File: src/rtl/branch_cond_unit_pkg.sv
// Shared definitions for the decode-stage branch-decision slice:
// condition codes, flag bit positions, the branch instruction class and field widths.
package branch_cond_unit_pkg;

    localparam int unsigned INSTR_W = 32;
    localparam int unsigned CC_W    = 4;
    localparam int unsigned IMM_W   = 24;
    localparam int unsigned OFFS_W  = 32;

    localparam int unsigned N_IDX = 3;
    localparam int unsigned Z_IDX = 2;
    localparam int unsigned C_IDX = 1;
    localparam int unsigned V_IDX = 0;

    localparam logic [3:0] COND_EQ = 4'b0000;
    localparam logic [3:0] COND_NE = 4'b0001;
    localparam logic [3:0] COND_CS = 4'b0010;
    localparam logic [3:0] COND_CC = 4'b0011;
    localparam logic [3:0] COND_MI = 4'b0100;
    localparam logic [3:0] COND_PL = 4'b0101;
    localparam logic [3:0] COND_VS = 4'b0110;
    localparam logic [3:0] COND_VC = 4'b0111;
    localparam logic [3:0] COND_HI = 4'b1000;
    localparam logic [3:0] COND_LS = 4'b1001;
    localparam logic [3:0] COND_GE = 4'b1010;
    localparam logic [3:0] COND_LT = 4'b1011;
    localparam logic [3:0] COND_GT = 4'b1100;
    localparam logic [3:0] COND_LE = 4'b1101;
    localparam logic [3:0] COND_AL = 4'b1110;
    localparam logic [3:0] COND_NV = 4'b1111;

    localparam logic [2:0] BRANCH_CLASS = 3'b101;

endpackage

File: src/rtl/branch_cond_unit_cond_eval.sv
// Condition evaluator: decides whether a 4-bit ARM condition holds for the {N,Z,C,V} flags.
module cond_eval
    import branch_cond_unit_pkg::*;
(
    input  logic [3:0]      cond,
    input  logic [CC_W-1:0] flags,
    output logic            asserted
);

    logic n, z, c, v;

    always_comb begin
        n = flags[N_IDX];
        z = flags[Z_IDX];
        c = flags[C_IDX];
        v = flags[V_IDX];
    end

    always_comb begin
        asserted = 1'b0;
        case (cond)
            COND_EQ: asserted = z;
            COND_NE: asserted = ~z;
            COND_CS: asserted = c;
            COND_CC: asserted = ~c;
            COND_MI: asserted = n;
            COND_PL: asserted = ~n;
            COND_VS: asserted = v;
            COND_VC: asserted = ~v;
            COND_HI: asserted = c & ~z;
            COND_LS: asserted = ~c | z;
            COND_GE: asserted = (n == v);
            COND_LT: asserted = (n != v);
            COND_GT: asserted = ~z & (n == v);
            COND_LE: asserted = z | (n != v);
            COND_AL: asserted = 1'b1;
            COND_NV: asserted = 1'b0;
            default: asserted = 1'b0;
        endcase
    end

endmodule

File: src/rtl/branch_cond_unit.sv
// Decode-stage branch decision: condition check, B/BL detect, target-vs-nop select and
// word-offset sign extension, with a stallable registered copy for the next stage.
module branch_cond_unit
    import branch_cond_unit_pkg::*;
(
    input  logic                clk,
    input  logic                reset_n,
    input  logic                ld,
    input  logic [INSTR_W-1:0]  instr,
    input  logic [CC_W-1:0]     cc_in,
    output logic                asserted,
    output logic                b_instr,
    output logic                choose_ta_r_nop,
    output logic [OFFS_W-1:0]   sex4_out,
    output logic                asserted_q,
    output logic                choose_ta_r_nop_q,
    output logic [OFFS_W-1:0]   sex4_out_q
);

    // Bit 24 (link) does not affect the branch decision or the offset.
    logic unused_link_bit;
    assign unused_link_bit = instr[24];

    cond_eval u_cond_eval (
        .cond     (instr[31:28]),
        .flags    (cc_in),
        .asserted (asserted)
    );

    always_comb begin
        b_instr         = (instr[27:25] == BRANCH_CLASS);
        choose_ta_r_nop = asserted & b_instr;
        sex4_out        = {{(OFFS_W-IMM_W-2){instr[IMM_W-1]}}, instr[IMM_W-1:0], 2'b00};
    end

    // Pipeline copy; reset clears it asynchronously, ld=0 stalls it.
    always_ff @(posedge clk or negedge reset_n) begin
        if (!reset_n) begin
            asserted_q        <= 1'b0;
            choose_ta_r_nop_q <= 1'b0;
            sex4_out_q        <= '0;
        end else if (ld) begin
            asserted_q        <= asserted;
            choose_ta_r_nop_q <= choose_ta_r_nop;
            sex4_out_q        <= sex4_out;
        end
    end

endmodule

File: config.mk
export PLATFORM = sky130hd
export DESIGN_NAME = branch_cond_unit
export DESIGN_NICKNAME = d
export VERILOG_FILES = /design/src/rtl/branch_cond_unit_pkg.sv /design/src/rtl/branch_cond_unit_cond_eval.sv /design/src/rtl/branch_cond_unit.sv
export SDC_FILE = /design/constraint.sdc
export NUM_CORES = 1
export LEC_CHECK = 0
export ABC_AREA = 1
export CAP_MARGIN = 20
export CORE_ASPECT_RATIO = 1.1
export CORE_MARGIN = 5
export CORE_UTILIZATION = 30
export DETAILED_ROUTE_END_ITERATION = 16
export PLACE_DENSITY = 0.71
export SYNTH_ARGS = -nofsm -noshare
export SYNTH_HDL_FRONTEND = slang
export SYNTH_SLANG_ARGS = --single-unit
File: constraint.sdc
create_clock -name clk -period 2.5 [get_ports clk]
set_input_delay 0.5 -clock clk [delete_from_list [all_inputs] [get_ports clk]]
set_output_delay 0.5 -clock clk [all_outputs]
set_load 0.01 [all_outputs]
Word level (Yosys, flattened, before mapping):

Index checks and enable logic that the tools add are counted.
W data, S select, Z words.

* $add $sub $neg: 0
* multipliers: 0
* div/mod/pow operators: 0
* order comparisons: 0
* eq/ne operators: 18
* shift operators: 0
* mux-type cells: 1
* bitwise logic cells: 9
* reductions and logical operators: 1

Operator list (count)
* $eq A4 B4 Y1 const B: 8
* $eq A4 B3 Y1 const B: 4
* $pmux W1 S16: 1
* $eq A4 B2 Y1 const B: 2
* $eq A4 B1 Y1 const B: 1
* $logic_not A4 Y1: 1
* $not A1 Y1: 4
* $and A1 B1 Y1: 3
* $eq A3 B3 Y1 const B: 1
* $or A1 B1 Y1: 2
* $eq A1 B1 Y1: 1
* $ne A1 B1 Y1: 1

* register bits: 26
* latch bits: 0
* RAM bits: 0
* memory bits (read-only): 0
* output and inout port bits: 69
* logic and storage cells: 32
* memories: 0

Depth between registers and ports, before layout:

* word-level depth: 4
* mapped depth: 12
* depth with buffers taken out: 12

Modules after synthesis:

From an unflattened synthesis, not the netlist that was laid out.

* cell total of the unflattened synthesis: 200
* area, all modules: 1551.5 µm²

Modules (own cells, without submodules)
* branch_cond_unit: instances 1, cells an instance 155, area each 1346.3 µm², seq. area each 650.6 µm²
* cond_eval: instances 1, cells an instance 45, area each 205.2 µm², seq. area each 0.0 µm²

Worst setup path before layout:

Ideal clock, no wire load.

* path kind: input port to output port
* from: input port cc_in[3]
* to: output port choose_ta_r_nop
* arrival: 1.253 ns
* path slack: 0.747 ns
* stages on the path: 7
* buffers on the path: 0
* cells stage by stage: inv_1 > o21ai_0 > o211ai_2 > nand3_1 > nor2_2 > nand3_4 > and2_4

* word-level cells in the longest chain between the ends: 4
* elaborated cells on any way between the ends: 7

RTL lines
* start, declared: RTL line branch_cond_unit.sv:10 `input logic [CC_W-1:0] cc_in,`
* $ne A1 B1 Y1 or $eq A1 B1 Y1 (tied branches)
* $or A1 B1 Y1 or $and A1 B1 Y1 (tied branches): RTL line branch_cond_unit_cond_eval.sv:35, branch_cond_unit_cond_eval.sv:34
* $pmux W1 S16 (*): RTL line branch_cond_unit_cond_eval.sv:21 `case (cond)`
* net asserted: RTL line branch_cond_unit.sv:11 `output logic asserted,`
* $and A1 B1 Y1 (*): RTL line branch_cond_unit.sv:32 `choose_ta_r_nop = asserted & b_instr;`
* end, declared: RTL line branch_cond_unit.sv:13 `output logic choose_ta_r_nop,`

Mark *: on every way through the listed nets, which the timed path passes. The rest lies on a longest branch.

Final worst setup path:

* from: input port instr[28]
* to: output port choose_ta_r_nop

* word-level cells in the longest chain between the ends: 3
* elaborated cells on any way between the ends: 18

RTL lines
* start, declared: RTL line branch_cond_unit.sv:9 `input logic [INSTR_W-1:0] instr,`
* $eq A4 B4 Y1, or another cell as far along: RTL line branch_cond_unit_cond_eval.sv:21
* $pmux W1 S16 (*): RTL line branch_cond_unit_cond_eval.sv:21
* $and A1 B1 Y1 (*): RTL line branch_cond_unit.sv:32

Every way passes the cells marked *; elsewhere a longest branch is shown, timed or not.

==> metrics <==
R2R Path Start=sex4_out_q[25]$_DFFE_PN0P_; Slew Limit Fails=0; Hold Path Class=flip-flop to flip-flop; flop2flop setup slack=1.81 ns; initial antenna violation count=0; Initial DRC Count=93; Clock Tree Buf Depth=2; Post-Synth Simple-Gate Area=0.3130; Buf/Inv on CP=3; Clock Pin Slew Worst Setup and Hold Paths=0.09 ns; die area=around 6600 sq um; Yosys top cell area share=0.4238; PwrDens=487.4 nW/um^2; DP Worst Slack=-0.3587 ns; Hold Path Stages=2; crit path launch type=input pin; vias per inst=4.278; H-tree depth=1; fin area=2441 sq um; post-synthesis compound-gate area fraction=0.02852; cts bufs inserted=3; fraction of layout cells with a size suffix above 1=0.1152; PnR worst setup slack=between 0.1 and 0.15 ns; first-pass GRT wire length=6.168 mm; mux contribution to synthesized area=0; Area contributors post-synth=dfrtp_1, nand2_1, buf_4; top-count cell post-synth=nand2_1; clk_skew=0 ns; via count=1399; status=completed; fmax=0.4214 GHz; asr flop ratio synth=1.000; max cap viols=0; R2R Path End=sex4_out_q[25]$_DFFE_PN0P_; Netlist cell types=21; synth cell count leaders=nand2_1, buf_4, dfrtp_1; clk sink count=26; fin cells=around 330; total wire length=3.791 mm; Hold WS=approximately 0.47 ns; setup repair after global routing missed its margin=no; Horiz. Die Dim=78.21 microns; number of setup violations in the final report=0; post-route minimum period=2.373 ns; Top delay family on crit path=simple AND/OR/NAND/NOR gates; Rows=27; Post-Synthesis Cells=around 200; worst path arrival time=1.87 ns; largest net degree at the start of global routing=27; die extent in y=about 85 microns; VDD IR-drop max=roughly 0.00031 V; DRT antenna net count=0; gpl congestion=0.8455; IO Port Bufs=102; Hold Path Sink=sex4_out_q[9]$_DFFE_PN0P_; Final Cycle Share=0.9493; Mapped Area=between 1500 and 2000 sq um; synth warn=0; Final Hold Fails=0; CP Max Fanout=3; CTS tree=done; # diodes=0; post-DP HPWL=3.051 mm; Residual DRC=0; Initial Utilization=0.3071; vias in the first global route=~1300; largest family of logic cells by synthesized area=simple AND/OR/NAND/NOR gates; clk root buf=clkbuf_8; Post-synth EDFFs=0; Main synth FF type=dfrtp_1; Placed Cells=323; routed len/inst=11.59 microns; Worst Setup Path Type=input pin to output port; Critical Path RT=2.00 ns; worst-path cell chain=clkdlybuf4s15_1 -> nand2_1 -> inv_1 -> o211ai_1 -> nand3_1 -> nor2_2 -> nand3_4 -> and2_4 -> dlygate4sd2_1; register bit total from synthesis=26; Reg2Reg Depth=2; hold buffers post-CTS=0; DR pass1 iterations=4; slowest stage delay, CP=0.28 ns; post-synthesis sequential area ratio=0.4238; Total Routing Usage GR=0.1124; adder-cell share of the synthesized area=0; P&R area growth vs syn=59.01%; Nets=309; Crit-path slowest cell=dlygate4sd2_1; fillers=495; Post-Synth XOR/XNOR Area=0; Clock Latency Late Sink=0.26 ns; average size of a mapped cell=7.715 sq um; area post-placement=2362 sq um; IO Count=108; HP Start=sex4_out_q[9]$_DFFE_PN0P_; most area-hungry cell type in the Yosys netlist=dfrtp_1; P_leak=1.210 nW; grt total ovfl=0; core area=5000 sq um; element type at the critical path end=output port
[cell type report]
type	instances	area [sq um]	share of cell area
repair buffers	108	1066	0.4367
multi-input cells	122	546.8	0.2240
well taps	58	72.57	0.02973
flip-flops and latches	26	650.6	0.2665
clock inverters	1	30.03	0.01230
inverters	9	33.78	0.01384
clock buffers	3	41.29	0.01691
[layout by cell type (no fill, tap or decap), types with 2 or more instances in the layout]
cell and count:
nor2_4 2, conb_1 4, nand2_2 4, dlymetal6s2s_1 4, nand3_1 8, nand2_1 91, clkdlybuf4s50_1 92, dfrtp_1 26
clkbuf_8 3, buf_4 6, nor2_2 3, dlygate4sd2_1 4, inv_2 6, inv_1 3
[how the worst max path moves through the flow]
stage | startpoint | to | slack, ns | cells after the start
floorplan | cc_in[3] | choose_ta_r_nop | 0.75 | 7
detailed placement | instr[29] | choose_ta_r_nop | -0.36 | 12
global route | instr[28] | choose_ta_r_nop | 0.006 | 9
finish | instr[28] | choose_ta_r_nop | 0.13 | 9
global placement | instr[29] | choose_ta_r_nop | -0.33 | 12
CTS | instr[30] | choose_ta_r_nop | 0.03 | 9
[power breakdown]
group	switching (mW)	leakage (nW)	total [mW]	internal, mW
sequential	0.0208	0.318	0.478	0.458
combinational	0.158	0.856	0.367	0.209
clock	0.130	0.0357	0.344	0.214
total	0.309	1.21	1.19	0.880
[flip-flops by register name, indices dropped and copies added (netlist names)]
| signal | cells |
|---|---|
| sex4_out_q | 24 |
| asserted_q | 1 |
| choose_ta_r_nop_q | 1 |
[layer usage]
layer,up-vias,part of all wire,GRT usage
met1,626,0.41,0.1319
li1,708,-,-
met3,2,0.089,0.03397
met2,63,0.50,0.1970
met5,-,0,0
met4,0,0.0095,0.03339
[through the flow]
step / TNS, ns / utilization / power, mW
5_1_grt: 0 / 0.4882 / 1.258
3_3_place_gp: -0.5576 / 0.4725 / 0.8581
2_1_floorplan: 0 / - / 0.6600
3_5_place_dp: -0.5990 / 0.4725 / 0.8638
6_report: 0 / 0.4882 / 1.190
4_1_cts: 0 / 0.4867 / 1.212
[timing repair]
item | CTS | global route
pin swaps | 0 | 4
setup buffers | 0 | 0
resized for setup | 10 | 8
setup endpoints to repair | 2 | 1
[worst min-delay path, cell delays in order, from the launching register on]
cell     delay [ns]
dfrtp_1        0.35
nand2_1        0.05
nand2_1        0.05
[kinds of logic after synthesis]
kind of cell	count (synthesis)
AOI/OAI and AO/OA	6
buffers and inverters	54
DFF	26
other	1
and+or+nand+nor	112
Note: power is estimated with default switching activity, not from simulation.
